==> config.mk <==
export PLATFORM = sky130hd
export DESIGN_NAME = reaction_timer_core
export DESIGN_NICKNAME = d
export VERILOG_FILES = /design/src/rtl/reaction_timer_core.sv
export SDC_FILE = /design/constraint.sdc
export NUM_CORES = 1
export LEC_CHECK = 0
export CAP_MARGIN = 10
export CORE_MARGIN = 4
export CORE_UTILIZATION = 51
export CTS_BUF_LIST = sky130_fd_sc_hd__clkbuf_8
export CTS_CLUSTER_SIZE = 24
export DETAILED_ROUTE_END_ITERATION = 10
export DONT_BUFFER_PORTS = 1
export GPL_TIMING_DRIVEN = 0
export PLACE_DENSITY_LB_ADDON = 0.25
export SLEW_MARGIN = 20
export SYNTH_ARGS = -nofsm -noshare
export SYNTH_HDL_FRONTEND = slang
export SYNTH_SLANG_ARGS = --single-unit
export TNS_END_PERCENT = 5
==> constraint.sdc <==
create_clock -name clk -period 4.45 [get_ports clk]
set_input_delay 0.89 -clock clk [delete_from_list [all_inputs] [get_ports clk]]
set_output_delay 0.89 -clock clk [all_outputs]
set_load 0.05 [all_outputs]
==> src/rtl/reaction_timer_core.sv <==
// reaction_timer_core: reaction-time game controller producing the display number, GO LED and state.
// Buttons are synchronized and debounced, the GO delay comes from an LFSR, and reaction is timed in ms.
module rt_debounce #(
    parameter int DB_CYCLES = 1_000_000
) (
    input  logic clk,
    input  logic rst,
    input  logic raw,
    output logic press
);
    localparam int CW = DB_CYCLES > 1 ? $clog2(DB_CYCLES) : 1;
    logic s1, s2, lvl, lvl_d;
    logic [CW-1:0] cnt;
    always_ff @(posedge clk) begin
        if (rst) begin
            s1    <= 1'b0;
            s2    <= 1'b0;
            lvl   <= 1'b0;
            lvl_d <= 1'b0;
            press <= 1'b0;
            cnt   <= '0;
        end else begin
            s1    <= raw;
            s2    <= s1;
            lvl_d <= lvl;
            press <= lvl & ~lvl_d;
            // any sample agreeing with the accepted level restarts the stability count
            if (s2 == lvl) cnt <= '0;
            else if (cnt == CW'(DB_CYCLES - 1)) begin
                lvl <= s2;
                cnt <= '0;
            end else cnt <= cnt + CW'(1);
        end
    end
endmodule

module reaction_timer_core #(
    parameter int TICK_DIV    = 100_000,
    parameter int DB_CYCLES   = 1_000_000,
    parameter int MIN_WAIT_MS = 1000,
    parameter int RAND_BITS   = 11,
    parameter int MAX_MS      = 9999
) (
    input  logic        clk,
    input  logic        rst,
    input  logic        start_btn,
    input  logic        react_btn,
    output logic [15:0] number,
    output logic        led_go,
    output logic        busy,
    output logic [2:0]  state_dbg
);
    localparam int TW = TICK_DIV > 1 ? $clog2(TICK_DIV) : 1;

    if (MIN_WAIT_MS + 2**RAND_BITS - 1 >= 65536) begin : g_bad_wait
        $error("reaction_timer_core: wait target does not fit in 16 bits");
    end

    typedef enum logic [2:0] {
        IDLE        = 3'd0,
        WAIT        = 3'd1,
        GO          = 3'd2,
        DONE        = 3'd3,
        FALSE_START = 3'd4
    } state_t;

    state_t        state, state_n;
    logic [15:0]   lfsr;
    logic [TW-1:0] tcnt;
    logic [15:0]   wait_ms, wait_ms_n, wait_target, wait_target_n;
    logic [15:0]   react_ms, react_ms_n, number_n;
    logic          start_p, react_p, tick;

    rt_debounce #(.DB_CYCLES(DB_CYCLES)) u_start_db (.clk(clk), .rst(rst), .raw(start_btn), .press(start_p));
    rt_debounce #(.DB_CYCLES(DB_CYCLES)) u_react_db (.clk(clk), .rst(rst), .raw(react_btn), .press(react_p));

    assign tick      = tcnt == TW'(TICK_DIV - 1);
    assign state_dbg = state;

    always_comb begin
        state_n       = state;
        wait_ms_n     = wait_ms;
        wait_target_n = wait_target;
        react_ms_n    = react_ms;
        number_n      = number;
        case (state)
            IDLE, DONE, FALSE_START: begin
                if (start_p) begin
                    state_n       = WAIT;
                    wait_target_n = 16'(MIN_WAIT_MS) + 16'(lfsr[RAND_BITS-1:0]);
                    wait_ms_n     = '0;
                    react_ms_n    = '0;
                    number_n      = '0;
                end
            end
            WAIT: begin
                if (react_p) begin
                    state_n  = FALSE_START;
                    number_n = 16'hEEEE;
                end else if (tick) begin
                    wait_ms_n = wait_ms + 16'd1;
                    if (wait_ms + 16'd1 >= wait_target) begin
                        state_n    = GO;
                        react_ms_n = '0;
                        number_n   = '0;
                    end
                end
            end
            GO: begin
                // a react pulse beats a coincident tick, so the capture excludes that tick
                if (react_p) begin
                    state_n  = DONE;
                    number_n = react_ms;
                end else if (tick) begin
                    react_ms_n = react_ms + 16'd1 >= 16'(MAX_MS) ? 16'(MAX_MS) : react_ms + 16'd1;
                    number_n   = react_ms_n;
                    state_n    = react_ms + 16'd1 >= 16'(MAX_MS) ? DONE : GO;
                end
            end
            default: state_n = IDLE;
        endcase
    end

    always_ff @(posedge clk) begin
        if (rst) begin
            state       <= IDLE;
            lfsr        <= 16'hACE1;
            tcnt        <= '0;
            wait_ms     <= '0;
            wait_target <= '0;
            react_ms    <= '0;
            number      <= '0;
            led_go      <= 1'b0;
            busy        <= 1'b0;
        end else begin
            lfsr        <= {lfsr[14:0], lfsr[15] ^ lfsr[13] ^ lfsr[12] ^ lfsr[10]};
            state       <= state_n;
            tcnt        <= (state_n != state || tick) ? '0 : tcnt + TW'(1);
            wait_ms     <= wait_ms_n;
            wait_target <= wait_target_n;
            react_ms    <= react_ms_n;
            number      <= number_n;
            led_go      <= state_n == GO;
            busy        <= state_n == WAIT || state_n == GO;
        end
    end
endmodule

; Word-level counts from Yosys, hierarchy flattened
; Index checks and enable logic that the tools add are counted.
[classes]
order_cmp = 2
n_div = 0
addsub = 6
n_mux = 22
eq_ne = 21
mul = 0
shift = 0
bitwise = 9
n_reduce_logical = 15
[ops]
columns = cell, n
row1 = $mux 16, 11
row2 = $pmux 16 s3, 2
row3 = $add 20x1->20 const B, 2
row4 = $eq 20x20->1 const B, 2
row5 = $add 16x1->16 const B, 2
row6 = $pmux 16 s2, 1
row7 = $mux 3, 6
row8 = $add 17x1->17 const B, 1
row9 = $eq 17x17->1 const B, 1
row10 = $ge 16x14->1 const B, 1
row11 = $ge 16x16->1, 1
row12 = $add 10x11->12 const A, 1
row13 = $ne 2x2->1 const B, 5
row14 = $eq 3x2->1 const B, 3
row15 = $ne 3x2->1 const B, 3
row16 = $pmux 3 s3, 1
row17 = $reduce_or 3->1, 3
row18 = $reduce_and 7->1, 1
row19 = $eq 3x1->1 const B, 2
row20 = $reduce_and 2->1, 3
row21 = $reduce_and 5->1, 1
row22 = $not 1->1, 4
row23 = $reduce_and 4->1, 1
row24 = $eq 3x3->1 const B, 1
row25 = 11 further kinds, 16
[totals]
mem_bits_ro = 0
out_inout_bits = 21
in_bits = 4
word_cells = 96
ram_bits = 0
ff_bits = 152
latch_bits = 0
n_memories = 0

; Longest topological paths before layout
; Gate-level depths: netlist (run 1).
[logic_depth]
ltp_word = 9
depth_mapped = 15
ltp_nobuf = 14

; Cells and area by module
; From an unflattened synthesis (run 1), not the netlist that was laid out.
[unflattened]
hier_cells = 894
area_unflattened_um2 = 7548.5
[modules_own_cells]
columns = mod, cells_per_inst, seq_area_each_um2, area_per_inst_um2, n_inst
row1 = reaction_timer_core, 662, 1961.9, 5348.9, 1
row2 = rt_debounce at u_react_db, 117, 500.5, 1137.3, 1
row3 = rt_debounce at u_start_db, 115, 500.5, 1062.3, 1

; Worst setup path after synthesis (run 1)
; Ideal clock, no wire load.
[synth_timing]
path_kind = flip-flop to flip-flop
startpoint = register wait_ms[2]
endpoint = register number[0]
required_time_ps = 4334
period_less_slack_ps = 3105
arrival_time_ps = 2989
path_stages_with_launch = 14
setup_time_ps = 116
n_path_buf = 1
slack_ps = 1345
path_cell_list = dfxtp_1 > nand3_1 > nor2_1 > xor2_1 > ha_1 > a211o_1 > a21oi_1 > o21ai_0 > a2111oi_2 > nand3b_1 > o31ai_4 > buf_2 > a211oi_1 > a31o_2
[synth_via]
elab_chain_len = 4
[synth_lines]
columns = element, line
row1 = start: declaration, 70  ; logic [15:0] wait_ms, wait_ms_n, wait_target, wait_target_n;
row2 = start signal: assignment, 139  ; wait_ms <= wait_ms_n;
row3 = $add 16x1->16, 102  ; if (wait_ms + 16'd1 >= wait_target) begin
row4 = $ge 16x16->1, 102
row5 = $ne 3x2->1 (no source line), --
row6 = $reduce_and 5->1 (no source line), --
row7 = end signal: assignment, 142  ; number <= number_n;
row8 = end: declaration, 48  ; output logic [15:0] number,
; No other way between the ends.
; A chain may end at the register's enable or synchronous reset.

; Worst setup path in the final report (run 1)
; Ends and elaborated chain as after synthesis.

==> impl_metrics.yaml, run 1 <==
grt:
  use_met1: 0.293
  grt_pass1_wl_mm: 28.0
  grtUsageMet2: 0.320
  met3_usage: 0.0529
  grt_antenna_before_repair: 0
  grt-busiest-layer: "met2"
  grtUsageTotal: 0.212
  grt_pass1_vias: 5748
  grt.overflow.total: 0
  grt_max_degree: 17
clock_tree:
  cts_sinks: 148
  cts_max_level: 4
  cts_tree: "done"
  cts_resized: 0
  clkLatencyLatePin_ps: 460
  cts_setup_buffers: 0
  clock_path_buffers: 2
  ctsHoldBuffers: 0
  clk_pin_slew_ps: 80
  cts_buffers: 17
  cts_root_buf: "clkbuf_8"
placed_design:
  hpwl_mm: 12.0
  postPlaceCellArea_sq_um: 7570
  gp_congestion: 0.925
  io_buffers: 0
  place_ws_ps: 591
  dp.cells: 1070
floorplanning:
  ios: 25
  die_w_microns: 128
  start_util: 0.525
  die_area_sq_um: 16400
  core_sq_um: 14000
  die_y_microns: 128
  std_cell_rows: 43
setup_path:
  r2r_cells: 13
  worst_path_max_delay_cell: "o31ai_4"
  critPathArrivalTime_ps: 4210
  cp.required_ps: 4810
  worstSetupPathType: "flop to flop"
  critPathCaptureType: "flop"
  worstReg2RegStart: "wait_ms[2]$_SDFFE_PP0P_"
  cp-startpoint: "wait_ms[2]$_SDFFE_PP0P_"
  crit_fanout: 10
  cp-start-kind: "flop"
  critPathMaxStageDelay_ps: 450
  crit_chain: "nand3_1, nor2_1, xor2_1, ha_1, a211o_1, a21oi_1, o21ai_0, a2111oi_2, nand3b_1, o31ai_4, buf_2, a211oi_1, a31o_2"
routing:
  drc: 0
  via_per_inst: 5.67
  drt_iter0_drc: 521
  dr.pass1.iters: 6
  postRouteAntennaNets: 0
  vias: 6243
  wl_per_cell_microns: 15.4
  wirelength_mm: 16.9
pwr:
  pwr_density_cell_nw_per_um2: 317
  power_frac_clock: 0.448
  p_comb_frac: 0.021
  vdd_drop_max_uv: 183
  swShare: 0.223
  p_leak_nw: 2.86
  p_int_mw: 1.97
  p_sw_uw: 566
  p_total_mw: 2.54
  p_seq_frac: 0.531
sta:
  finalSetupViolCount: 0
  final.period_utilization: 0.864
  skew_ps: 8.98
  tightest_slew_ps: 812
  relSlewSlack: 0.458
  rsz0062_at_grt: "no"
  setup_tns_ps: 0
  fmax_mhz: 260
  setup_ws_ps: 604
  min_period_ps: 3850
  maxSlewViolCount: 0
  final-hold-violation-count: 0
yosys:
  synth-async-reset-ratio: 0
  yosysTopAreaCell: "dfxtp_1"
  yosysUniqueCellTypes: 69
  seq_area_frac_synth: 0.403
  ys.flop_type: "dfxtp_1"
  yosys-top-cells-area: "dfxtp_1 (40%), nor2_1 (6.9%), xor2_1 (4.5%)"
  ys_ff_latch: 148
  synth.most_common_cell: "dfxtp_1"
  ys_warn_count: 0
  synthTopCellsByCount: "dfxtp_1 (148), nor2_1 (135), nand2_1 (70)"
  syn-cell-area_sq_um: 7350
  synth_top_area_share: 0.403
  synthCells: 890
  synth.net_count: 913
  synth_edf_count: 0
  syn_avg_cell_area_sq_um: 8.26
min_path:
  hp-start: "u_react_db.lvl_d$_SDFF_PP0_"
  worstHoldPathCells: 1
  min_path_type: "flop to flop"
finish:
  n_antenna_cell: 0
  fin_cells: 1101
  drive_above_1_share: 0.0793
  area_delta_synth_final_pct: 8.99
  fin_area_sq_um: 8010
  fin_nets: 932
outcome:
  status: "completed"
run:
  drv_cap: 0
==> power by group through the flow <==
stage / Clock [mW] / Sequential, mW / Combinational [mW]
after global placement: 0 / 1.38 / 0.0536
after floorplan: 0 / 1.38 / 0.0382
after global routing: 1.21 / 1.35 / 0.0598
after detailed placement: 0 / 1.38 / 0.0539
final: 1.14 / 1.35 / 0.0536
after CTS: 1.16 / 1.35 / 0.0541
==> per-stage QoR <==
step	hold slack, ps	util
after detailed placement	384	0.542
after floorplan	367	-
after global routing	429	0.573
final	398	0.573
after CTS	399	0.573
after global placement	380	0.542
==> area by class of cell <==
class / count / area (sq um)
inverter: 32 / 120
clock inverter: 10 / 146
multi-input combinational: 664 / 4060
sequential: 148 / 2960
tap: 180 / 225
clock buffer: 21 / 289
fill: 1310 / 5980
buffer: 46 / 208
==> path summary, 6_finish.rpt <==
| check | end | slack (ps) |
|---|---|---|
| setup reg to reg | number[0]$_SDFFE_PP0P_ | 600 |
| setup / recovery | number[0]$_SDFFE_PP0P_ | 600 |
| hold reg to reg | u_react_db.press$_SDFF_PP0_ | 400 |
| hold / removal | u_react_db.press$_SDFF_PP0_ | 400 |
==> worst max-delay path: cells and delay by family, from the launching register on <==
kind / cells / cell delay (ps)
adders and majority gates: 1 / 300
xor gates and xnor gates: 1 / 290
DFF: 1 / 410
buffers and inverters: 1 / 360
and+or+nand+nor: 3 / 740
AOI/OAI and AO/OA: 7 / 1650
==> kinds of logic after synthesis <==
kind of cell | Yosys count | share of synthesized area
flops | 148 | 0.403
fa+ha+maj | 19 | 0.0323
xor+xnor | 75 | 0.0894
simple gates | 396 | 0.268
mux | 12 | 0.0165
buf+inv | 78 | 0.0446
compound gates | 162 | 0.146
==> flip-flops by register name (all words and copies together) (netlist names), 3 cells and up <==
name	count
state_dbg	3
wait_ms	16
react_ms	16
lfsr	16
number	16
tcnt	17
u_react_db.cnt	20
u_start_db.cnt	20
wait_target	12
==> cell usage in the layout, fill, tap and decap left out, types with 21 or more instances in the layout <==
master    instances
inv_1            32
clkbuf_1         29
xnor2_1          37
nor3_1           21
nand3_1          49
and3_1           25
o21ai_0          35
dfxtp_1         148
nand2_1          70
clkbuf_8         21
nor2_1          135
nor2b_1          21
a21oi_1          53
xor2_1           38
==> routing by layer <==
metal	vias to the layer above	share of wire
li1	3142	-
met1	2873	0.47
met2	191	0.44
met3	37	0.064
met4	0	0.022
met5	-	0
Note: power is estimated with default switching activity, not from simulation.
==> run 2: changes to the inputs <==
--- a/config.mk
+++ b/config.mk
@@ -14,6 +14,7 @@
 export DONT_BUFFER_PORTS = 1
 export GPL_TIMING_DRIVEN = 0
 export PLACE_DENSITY_LB_ADDON = 0.25
+export SETUP_SLACK_MARGIN = 0.02
 export SLEW_MARGIN = 20
 export SYNTH_ARGS = -nofsm -noshare
 export SYNTH_HDL_FRONTEND = slang
==> constraint.sdc (replaced) <==
create_clock -name clk -period 3.9 [get_ports clk]
set_input_delay 0.78 -clock clk [delete_from_list [all_inputs] [get_ports clk]]
set_output_delay 0.78 -clock clk [all_outputs]
set_load 0.05 [all_outputs]
==> impl_metrics.yaml, run 2 (synthesized netlist as in run 1, its figures left out) <==
placed_design:
  io_buffers: 0
  hpwl_mm: 12.0
  dp.cells: 1070
  gp_congestion: 0.925
sta:
  holdWs_ps: 398
  skew_ps: 10.9
  final-hold-violation-count: 0
  final.period_utilization: 0.922
  tightest_slew_ps: 808
  min_period_ps: 3600
  finalSetupViolCount: 0
  setup_tns_ps: 0
  relSlewSlack: 0.460
  rsz0062_at_grt: "no"
  fmax_mhz: 278
  maxSlewViolCount: 0
grt:
  grtUsageMet2: 0.320
  grt_pass1_vias: 5748
  grt_antenna_before_repair: 0
  grt_pass1_wl_mm: 28.0
  grt_max_degree: 17
  met3_usage: 0.0529
  grt-busiest-layer: "met2"
  grt.overflow.total: 0
  grtUsageTotal: 0.212
  use_met1: 0.293
setup_path:
  cp_num_buf_inv: 1
  worst_path_max_delay_cell: "dfxtp_1"
  worst_path_most_repeated_cell: "a21oi_1"
  r2r_setup_slack_ps: 300
  r2r_end: "number[11]$_SDFFE_PP0P_"
  cp.required_ps: 4260
  cp_top_family: "compound AO/OA/AOI/OAI gates"
  worstReg2RegStart: "wait_ms[2]$_SDFFE_PP0P_"
  cp-start-kind: "flop"
  critPathMaxStageDelay_ps: 430
  worstSetupPathType: "flop to flop"
  r2r_cells: 13
  cp-startpoint: "wait_ms[2]$_SDFFE_PP0P_"
  crit_chain: "nand3_2, nor2_1, xor2_2, ha_1, a211o_1, a21oi_1, o21ai_0, a2111oi_2, nand3b_1, o31ai_4, buf_4, a21oi_1, a221oi_1"
  crit_fanout: 5
  critPathArrivalTime_ps: 3960
  critPathCaptureType: "flop"
routing:
  dr.pass1.iters: 6
  via_per_inst: 5.66
  wirelength_mm: 16.9
  vias: 6245
  wl_per_cell_microns: 15.3
  drt_iter0_drc: 460
  postRouteAntennaNets: 0
  drc: 0
clock_tree:
  clkLatencyLatePin_ps: 460
  cts_root_buf: "clkbuf_8"
  clk_pin_slew_ps: 80
  clock_path_buffers: 2
  cts_buffers: 17
  cts_tree: "done"
  cts_max_level: 4
  ctsHoldBuffers: 0
  cts_sinks: 148
finish:
  fin_nets: 934
  fin_cells: 1103
  fill_cells: 1303
  layout_common_cells: "dfxtp_1 (148), nor2_1 (134), nand2_1 (70)"
  area_delta_synth_final_pct: 9.57
  final_common_cell: "dfxtp_1"
  n_antenna_cell: 0
  largestRegisters: "u_react_db.cnt: 20 flops, u_start_db.cnt: 20 flops, tcnt: 17 flops"
  drive_above_1_share: 0.0867
pwr:
  pwr_density_cell_nw_per_um2: 359
  p_leak_nw: 2.87
  p_seq_frac: 0.532
  p_int_mw: 2.25
  p_comb_frac: 0.021
  vdd_drop_max_uv: 205
  swShare: 0.221
  power_frac_clock: 0.446
  p_sw_uw: 639
floorplanning:
  ios: 25
  core_sq_um: 14000
  die_area_sq_um: 16400
  die_y_microns: 128
  die_w_microns: 128
  std_cell_rows: 43
  start_util: 0.525
min_path:
  worstHoldPathCells: 1
  hp-start: "u_react_db.lvl_d$_SDFF_PP0_"
  min_path_type: "flop to flop"
  worstHoldEndpoint: "u_react_db.press$_SDFF_PP0_"
run:
  drv_cap: 0
outcome:
  status: "completed"
run 2: per-stage QoR:
step / area [sq um] / utilization / power [mW] / setup WS, ps
2_1_floorplan: 7350 / - / 1.61 / 795
3_3_place_gp: 7570 / 0.542 / 1.64 / 129
3_5_place_dp: 7570 / 0.542 / 1.64 / 41.4
4_1_cts: 8010 / 0.573 / 2.92 / 20.2
5_1_grt: 8050 / 0.576 / 2.99 / 7.28
6_report: 8050 / 0.576 / 2.89 / 304
run 2: routing by layer:
metal,vias to the layer above,part of all wire
met5,-,0
met4,0,0.021
met2,165,0.44
li1,3146,-
met3,32,0.052
met1,2902,0.49
run 2: worst max-delay path by stage:
stage                                    endpoint  slack, ps  depth (start not counted)
after detailed placement   number[7]$_SDFFE_PP0P_         40                         13
after global placement     number[7]$_SDFFE_PP0P_        130                         13
final                     number[11]$_SDFFE_PP0P_        300                         13
after floorplan            number[0]$_SDFFE_PP0P_        800                         13
after CTS                  number[7]$_SDFFE_PP0P_         20                         13
after global routing      number[11]$_SDFFE_PP0P_          7                         13
run 2: what timing repair did:
item / CTS / global route
endpoints found under the setup margin: 0 / 31
resized for setup: 0 / 5
buffers inserted: 0 / 3
run 2: cell type report:
type | instances | area (sq um) | area share
multi-input cells | 664 | 4080 | 0.507
flip-flops and latches | 148 | 2960 | 0.368
clock buffers | 21 | 289 | 0.0359
well taps | 180 | 225 | 0.0280
plain buffers | 45 | 206 | 0.0256
clock inverters | 10 | 146 | 0.0182
inverters | 32 | 120 | 0.0149
repair buffers | 3 | 22.5 | 0.00280
run 2: power by group through the flow:
stage	registers (mW)	logic [mW]	clock network, mW
floorplan	1.57	0.0435	0
global placement	1.57	0.0611	0
detailed placement	1.57	0.0615	0
CTS	1.54	0.0617	1.32
global route	1.54	0.0682	1.38
finish	1.54	0.0612	1.29
==> run 3: changes to the inputs <==
--- a/config.mk
+++ b/config.mk
@@ -15,7 +15,7 @@
 export GPL_TIMING_DRIVEN = 0
 export PLACE_DENSITY_LB_ADDON = 0.25
 export SETUP_SLACK_MARGIN = 0.02
-export SLEW_MARGIN = 20
+export SLEW_MARGIN = 15
 export SYNTH_ARGS = -nofsm -noshare
 export SYNTH_HDL_FRONTEND = slang
 export SYNTH_SLANG_ARGS = --single-unit
==> results of run 3 <==
Final layout, timing and power as in run 2 (identical DEF).
